$ cat config.mk
export PLATFORM = sky130hd
export DESIGN_NAME = ram_master_flat
export DESIGN_NICKNAME = d
export VERILOG_FILES = /design/src/rtl/ram_pkg.sv /design/src/rtl/ram_master_if.sv /design/src/rtl/ram_master.sv /design/src/flat_wrapper.sv
export SDC_FILE = /design/constraint.sdc
export NUM_CORES = 1
export LEC_CHECK = 0
export BUFFER_PORTS_ARGS = -buffer_cell sky130_fd_sc_hd__buf_2
export CAP_MARGIN = 20
export CORE_UTILIZATION = 42
export CTS_CLUSTER_DIAMETER = 80
export DETAILED_ROUTE_END_ITERATION = 12
export PLACE_DENSITY = 0.74
export SYNTH_ARGS = -nofsm -noshare
export SYNTH_HDL_FRONTEND = slang
export SYNTH_SLANG_ARGS = --single-unit
$ cat constraint.sdc
create_clock -name clk -period 1.8 [get_ports clk]
set_input_delay 0.54 -clock clk [delete_from_list [all_inputs] [get_ports clk]]
set_output_delay 0.54 -clock clk [all_outputs]
set_load 0.01 [all_outputs]
$ cat src/rtl/ram_pkg.sv
// Shared types and constants for the ram_master requester and its RAM.
package ram_pkg;

  typedef enum logic [1:0] {
    IDLE  = 2'd0,
    WRITE = 2'd1,
    READ  = 2'd2,
    DRAIN = 2'd3
  } state_e;

  // Cycles between presenting a RAM address and MEM_DOUT carrying its word.
  localparam int RAM_RD_LAT = 1;

endpackage

$ cat src/rtl/ram_master_if.sv
// Request and RAM-port bundle for ram_master; `master` is the controller view,
// `slave` is the environment (CPU datapath plus RAM) view.
interface ram_master_if #(
  parameter int ADDR_WIDTH = 4,
  parameter int WIDTH      = 8
);
  // Handshake: REQ (with WE/REQ_ADDR/LEN/WR_DATA) is consumed on any rising
  // edge where BUSY is low; while BUSY is high REQ is dropped, never queued.
  // RD_VALID qualifies RD_DATA for one cycle; DONE pulses once per accepted request.
  logic                  req;
  logic                  we;
  logic [ADDR_WIDTH-1:0] req_addr;
  logic [ADDR_WIDTH-1:0] len;
  logic [WIDTH-1:0]      wr_data;
  logic                  busy;
  logic [WIDTH-1:0]      rd_data;
  logic                  rd_valid;
  logic                  done;
  logic                  mem_ce;
  logic [ADDR_WIDTH-1:0] mem_addr;
  logic [WIDTH-1:0]      mem_din;
  logic [WIDTH-1:0]      mem_dout;

  modport master (
    input  req, we, req_addr, len, wr_data, mem_dout,
    output busy, rd_data, rd_valid, done, mem_ce, mem_addr, mem_din
  );

  modport slave (
    output req, we, req_addr, len, wr_data, mem_dout,
    input  busy, rd_data, rd_valid, done, mem_ce, mem_addr, mem_din
  );
endinterface

$ cat src/rtl/ram_master.sv
// Requester-side controller for a single-port synchronous RAM: single writes,
// pipelined burst reads. Burst length is honoured only with RAM_MASTER_BURST_EN.
module ram_master
  import ram_pkg::*;
#(
  parameter int ADDR_WIDTH = 4,
  parameter int WIDTH      = 8
) (
  input  logic           clk,
  input  logic           rst_n,
  ram_master_if.master   bus,
  output state_e         dbg_state_o
);

  state_e                  state_q, state_d;
  logic [ADDR_WIDTH-1:0]   addr_q, addr_d;
  logic [WIDTH-1:0]        din_q, din_d;
  logic                    ce_q, ce_d;
  logic                    done_q, done_d;
  logic [WIDTH-1:0]        rd_data_q, rd_data_d;
  logic                    rd_valid_q, rd_valid_d;
  logic [RAM_RD_LAT-1:0]   vld_pipe_q, vld_pipe_d;
  logic [RAM_RD_LAT-1:0]   last_pipe_q, last_pipe_d;
  logic                    rd_issue;
  logic                    beat_last;

`ifdef RAM_MASTER_BURST_EN
  logic [ADDR_WIDTH-1:0]   cnt_q, cnt_d;

  // cnt_q holds the beats still to issue after the current one.
  always_comb begin
    cnt_d = cnt_q;
    if (state_q == IDLE && bus.req && !bus.we) begin
      cnt_d = bus.len;
    end else if (state_q == READ && cnt_q != '0) begin
      cnt_d = cnt_q - 1'b1;
    end
  end

  always_ff @(posedge clk or negedge rst_n) begin
    if (!rst_n) cnt_q <= '0;
    else        cnt_q <= cnt_d;
  end

  assign beat_last = (cnt_q == '0);
`else
  logic unused_len;
  assign unused_len = ^bus.len;
  assign beat_last  = 1'b1;
`endif

  assign rd_issue = (state_q == READ);

  always_comb begin
    state_d     = state_q;
    addr_d      = addr_q;
    din_d       = din_q;
    ce_d        = 1'b0;
    rd_data_d   = rd_data_q;
    rd_valid_d  = vld_pipe_q[RAM_RD_LAT-1];
    done_d      = (state_q == WRITE) | last_pipe_q[RAM_RD_LAT-1];
    vld_pipe_d  = '0;
    last_pipe_d = '0;

    // Valid/last markers travel alongside the RAM read latency.
    vld_pipe_d[0]  = rd_issue;
    last_pipe_d[0] = rd_issue & beat_last;
    for (int i = 1; i < RAM_RD_LAT; i++) begin
      vld_pipe_d[i]  = vld_pipe_q[i-1];
      last_pipe_d[i] = last_pipe_q[i-1];
    end

    if (vld_pipe_q[RAM_RD_LAT-1]) rd_data_d = bus.mem_dout;

    case (state_q)
      IDLE: begin
        if (bus.req) begin
          addr_d = bus.req_addr;
          if (bus.we) begin
            state_d = WRITE;
            ce_d    = 1'b1;
            din_d   = bus.wr_data;
          end else begin
            state_d = READ;
          end
        end
      end
      WRITE: state_d = IDLE;
      READ: begin
        if (beat_last) state_d = DRAIN;
        else           addr_d  = addr_q + 1'b1;
      end
      DRAIN:   state_d = IDLE;
      default: state_d = IDLE;
    endcase
  end

  always_ff @(posedge clk or negedge rst_n) begin
    if (!rst_n) begin
      state_q     <= IDLE;
      addr_q      <= '0;
      din_q       <= '0;
      ce_q        <= 1'b0;
      done_q      <= 1'b0;
      rd_data_q   <= '0;
      rd_valid_q  <= 1'b0;
      vld_pipe_q  <= '0;
      last_pipe_q <= '0;
    end else begin
      state_q     <= state_d;
      addr_q      <= addr_d;
      din_q       <= din_d;
      ce_q        <= ce_d;
      done_q      <= done_d;
      rd_data_q   <= rd_data_d;
      rd_valid_q  <= rd_valid_d;
      vld_pipe_q  <= vld_pipe_d;
      last_pipe_q <= last_pipe_d;
    end
  end

  assign bus.busy     = (state_q != IDLE);
  assign bus.rd_data  = rd_data_q;
  assign bus.rd_valid = rd_valid_q;
  assign bus.done     = done_q;
  assign bus.mem_ce   = ce_q;
  assign bus.mem_addr = addr_q;
  assign bus.mem_din  = din_q;
  assign dbg_state_o  = state_q;

endmodule

$ cat src/flat_wrapper.sv
// flat-port wrapper written by rule: the top's interface ports become plain ports
module ram_master_flat import ram_pkg::*;
#(
  parameter int ADDR_WIDTH = 4,
  parameter int WIDTH      = 8
)
  (clk, rst_n, dbg_state_o, bus_req, bus_we, bus_req_addr, bus_len, bus_wr_data, bus_mem_dout, bus_busy, bus_rd_data, bus_rd_valid, bus_done, bus_mem_ce, bus_mem_addr, bus_mem_din);
  ram_master_if #(.ADDR_WIDTH(ADDR_WIDTH), .WIDTH(WIDTH)) bus_i ();
  input  logic clk;
  input  logic rst_n;
  output state_e dbg_state_o;
  input wire logic [$bits(bus_i.req)-1:0] bus_req;
  input wire logic [$bits(bus_i.we)-1:0] bus_we;
  input wire logic [$bits(bus_i.req_addr)-1:0] bus_req_addr;
  input wire logic [$bits(bus_i.len)-1:0] bus_len;
  input wire logic [$bits(bus_i.wr_data)-1:0] bus_wr_data;
  input wire logic [$bits(bus_i.mem_dout)-1:0] bus_mem_dout;
  output wire logic [$bits(bus_i.busy)-1:0] bus_busy;
  output wire logic [$bits(bus_i.rd_data)-1:0] bus_rd_data;
  output wire logic [$bits(bus_i.rd_valid)-1:0] bus_rd_valid;
  output wire logic [$bits(bus_i.done)-1:0] bus_done;
  output wire logic [$bits(bus_i.mem_ce)-1:0] bus_mem_ce;
  output wire logic [$bits(bus_i.mem_addr)-1:0] bus_mem_addr;
  output wire logic [$bits(bus_i.mem_din)-1:0] bus_mem_din;
  assign bus_i.req = bus_req;
  assign bus_i.we = bus_we;
  assign bus_i.req_addr = bus_req_addr;
  assign bus_i.len = bus_len;
  assign bus_i.wr_data = bus_wr_data;
  assign bus_i.mem_dout = bus_mem_dout;
  assign bus_busy = bus_i.busy;
  assign bus_rd_data = bus_i.rd_data;
  assign bus_rd_valid = bus_i.rd_valid;
  assign bus_done = bus_i.done;
  assign bus_mem_ce = bus_i.mem_ce;
  assign bus_mem_addr = bus_i.mem_addr;
  assign bus_mem_din = bus_i.mem_din;
  ram_master #(.ADDR_WIDTH(ADDR_WIDTH), .WIDTH(WIDTH)) u_core (.clk(clk), .rst_n(rst_n), .bus(bus_i), .dbg_state_o(dbg_state_o));
endmodule
# Word-level counts from Yosys, hierarchy flattened
# Index checks and enable logic that the tools add are counted.
# totals
reg_bits	26
inputBits	28
output_inout_bits	26
elab_cells	24
# op_classes
n_eq_ne	4
muxes	6
bitwise_logic	1
reduce_logical	5
# ops
op	count
one-hot mux 2 bit (3 select lines)	1
== test 2 bit (second input constant)	2
2-to-1 mux 2 bit	2
2-to-1 mux 1 bit	3
AND reduction 3 bit	1
== test 2 x 1 -> 1 bit (second input constant)	1
logical NOT 2 bit	1
!= test 2 bit (second input constant)	1
AND reduction 2 bit	1
nonzero test 2 bit	1
OR reduction 2 bit	1
bitwise OR 1 bit	1

# Logic depth before layout (Yosys ltp)
# depth
ltp_word	3
depth_mapped	3
mapped_depth_nobuf	2

# Worst setup path after synthesis
# No wires, ideal clock.
# synth_path
kind	input to register
startpoint	input bus_req
endpoint	register u_core.din_q[0] (netlist: u_core.bus.mem_din[0])
setup_ns	0.125
arrival_ns	1.296
t_required_ns	1.675
setup_slack_ns	0.379
path_stages	3
path_buffers	1
cell_sequence	nor4bb_1 > buf_4 > mux2_2
# synth_between
elab_chain_len	1
# synth_rtl
item	line	source
start: declaration	flat_wrapper.sv:12	input wire logic [$bits(bus_i.req)-1:0] bus_req;
AND reduction 3 bit (no line)	--	
end signal: assignment	ram_master.sv:112	din_q <= din_d;
end: declaration	ram_master.sv:17	logic [WIDTH-1:0] din_q, din_d;
# Every way passes these cells.
# A chain may end at the register's enable or synchronous reset.

# Worst setup path after layout
# layout_path
startpoint	register u_core.state_q[1] (netlist: u_core.dbg_state_o[1])
endpoint	output bus_busy
# layout_between
elab_chain_len	1
# layout_rtl
item	line	source
start: declaration	ram_master.sv:15	state_e state_q, state_d;
start signal: assignment	ram_master.sv:110	state_q <= state_d;
nonzero test 2 bit	ram_master.sv:122	assign bus.busy = (state_q != IDLE);
end: declaration	flat_wrapper.sv:18	output wire logic [$bits(bus_i.busy)-1:0] bus_busy;
# Every way passes these cells.

==> impl_results.md <==
- Antenna-violating nets left: 0
- First-pass DRT Iterations: 2
- Synthesized area: 952.2 um2
- Worst-path fanout max: 5
- Root buf cell: clkbuf_4
- Crit share post-route: 96.87%
- Die extent in y: 49.62 um
- First-pass GRT wire length: 2.711 mm
- Gr usage total: 14.66%
- Via-per-instance ratio: 4.710
- Reg clk slew, reported paths: 0.13 ns
- GPL Wtd Cong: 0.6347
- Reg2reg end: u_core.bus.mem_din[1]$_DFFE_PN0P_
- CP Cell Sequence: or2_2 > buf_2
- TNS Setup: 0 ns
- Vias: 650
- Die ar.: 2462 um2
- Fill count: 174
- Status: finished clean
- Number of port buffers: 49
- Grt total ovfl: 0
- Syn nets: 86
- DR DRC count: 0
- H-tree levels: 1
- FP Rows: 16
- Core ar.: 2042 um2
- Cts-stage hold buffer count: 0
- Sink Count: 26
- Register-to-Register Path Depth: 4
- Largest area contributor in the netlist: dfrtp_1
- Largest net degree at the start of global routing: 27
- Max Root-Sink Buffers: 2
- Initial DRC count: 1
- Peak supply drop: 0.9868 mV
- Number of diodes: 0
- Worst skew pair latency: 0.31 ns
- Crit path DAT: 1.20 ns
- Top delay family on crit path: flip-flops
- Max Clock Skew: 0.003003 ns
- #FFs+latches synth: 26
- CTS Buf Count: 3
- I/O pin total: 54
- CP max stage delay: 0.46 ns
- Hold Path Class: input pin to async pin
- Largest cells by area after synthesis: dfrtp_1, mux2_2, nor3b_2
- Reg2reg start: u_core.dbg_state_o[1]$_DFFE_PN0P_
- Worst path required time: 1.26 ns
- Maxcap violations: 0
- Hpwl dp: 1.178 mm
- Crit. End Element: output pin
- Synth top area share: 68.33%
- Post-Route WL: 1.593 mm
- Final setup viols: 0
- Worst Max-Slew Pin Slew: 0.5516 ns
- Layout cell share with drive strength beyond 1: 71.17%
- Critical Path Slowest Stage Cell: dfrtp_2
- Hold Fails Final Rpt: 0
- Worst slew margin: 63.23%
- Syn. warnings: 0
- Starting Density: 46.63%
- WL per Instance: 11.54 um
- Fin nets: 140
- Hold_ws: 0.1941 ns
- Power per cell area: 1797 nW/um2
- Synthesized area per cell: 16.42 um2
- Initial antenna violation count: 0
- Vias in the first global route: 645
- Startpoint types: flip-flop
- Die width: 49.62 um
- Pins over their slew limit: 0
- Power consumption: 2315 uW
- Pleak: 0.0006513 uW
- Tmin final: 1.744 ns
- Fmax: 573.5 MHz
- CTS tree: yes
- CP Buf/Inv Count: 1
- R2R Setup Slk: 0.22 ns
- Seq/Total Area, Yosys: 68.33%
- RSZ-0062 raised after global routing: false
- Kind of critical path: flip-flop to output pin
- P&R area growth vs syn: 35.35%
- Count of cell types in the netlist: 12
- Synthesized instance count: 58
-- state kept, by name, indices dropped and copies added, names as in the netlist --
| signal | cells |
|---|---|
| u_core.bus.mem_din | 8 |
| u_core.bus.rd_data | 8 |
| u_core.bus.mem_addr | 4 |
| u_core.dbg_state_o | 2 |
| u_core.bus.done | 1 |
| u_core.bus.mem_ce | 1 |
| u_core.bus.rd_valid | 1 |
| u_core.rd_valid_d | 1 |
-- layout make-up --
| type | count | area [um2] | share of cell area (%) |
|---|---|---|---|
| inverter | 1 | 3.754 | 0.2913 |
| multi-input combinational | 29 | 285.3 | 22.14 |
| clock buffer | 3 | 22.52 | 1.748 |
| sequential | 26 | 653.1 | 50.68 |
| clock inverter | 1 | 30.03 | 2.330 |
| tap | 27 | 33.78 | 2.621 |
| timing repair buffer | 51 | 260.3 | 20.19 |
-- layout by cell type (no fill, tap or decap), drive strengths merged --
| cell | netlist | routed |
|---|---|---|
| nor4bb | 1 | 1 |
| clkbuf | 0 | 3 |
| a21oi | 2 | 2 |
| buf | 2 | 51 |
| nor2 | 2 | 2 |
| nor3b | 1 | 1 |
| a21o | 1 | 1 |
| mux2 | 20 | 20 |
| or2 | 1 | 1 |
| bufinv | 0 | 1 |
| dfrtp | 26 | 26 |
| nand2b | 1 | 1 |
| inv | 1 | 1 |
-- kinds of logic (layout without fill, tap and decap cells) --
family | count (synthesis) | after routing | share of synthesized area (%)
DFF | 26 | 26 | 68.33
muxes | 20 | 20 | 23.65
and+or+nand+nor | 6 | 6 | 4.469
AOI/OAI and AO/OA | 3 | 3 | 1.840
buffers and inverters | 3 | 56 | 1.708
-- layer usage --
metal | track usage (%) | vias to the layer above | share of wire [%]
met4 | 7.143 | 0 | 0.56
li1 | - | 306 | -
met1 | 16.63 | 311 | 42
met2 | 25.68 | 31 | 49
met5 | 0 | - | 0
met3 | 3.395 | 2 | 8.0
-- worst register-to-register path, delay by kind of cell (launching register included) --
kind	cells	cell delay, ns
multiplexers	1	0.35
AND/OR/NAND/NOR	1	0.29
flip-flops	1	0.46
buffers and inverters	2	0.38
-- metrics by stage --
step / instance area [um2] / setup WS, ns / std cells / utilization (%)
final: 1289 / 0.05642 / 138 / 63.11
after global routing: 1289 / 0.005324 / 138 / 63.11
after CTS: 1279 / 0.01629 / 137 / 62.62
after detailed placement: 1226 / 0.1560 / 133 / 60.05
after global placement: 1226 / 0.2093 / 133 / 60.05
after floorplan: 952.2 / 0.3790 / 58 / -
-- what timing repair did --
item | 4_1_cts | 5_1_grt
gates resized for setup | 0 | 2
endpoints found under the setup margin | 0 | 1
setup buffers | 0 | 1
-- worst max-delay path by stage --
stage                                                    to  cells after the start                         startpoint  slack (ns)
after floorplan           u_core.bus.mem_din[0]$_DFFE_PN0P_                      3                            bus_req        0.38
after global placement    u_core.bus.mem_din[5]$_DFFE_PN0P_                      4                            bus_req        0.21
after detailed placement  u_core.bus.mem_din[3]$_DFFE_PN0P_                      4                            bus_req        0.16
after CTS                                          bus_busy                      2  u_core.dbg_state_o[0]$_DFFE_PN0P_        0.02
after global routing                               bus_busy                      2  u_core.dbg_state_o[1]$_DFFE_PN0P_       0.005
final                                              bus_busy                      2  u_core.dbg_state_o[1]$_DFFE_PN0P_        0.06
-- power by group --
part | switching [uW] | internal, uW
sequential | 181 | 874
clock | 161 | 225
combinational | 378 | 496
total | 720 | 1600
-- synthesized netlist by cell type, drive strengths merged --
cell type and number:
a21o 1, a21oi 2, buf 2, dfrtp 26, inv 1, mux2 20, nand2b 1, nor2 2
nor3b 1, nor4bb 1, or2 1
No activity file was read; power rests on OpenSTA's default activity.
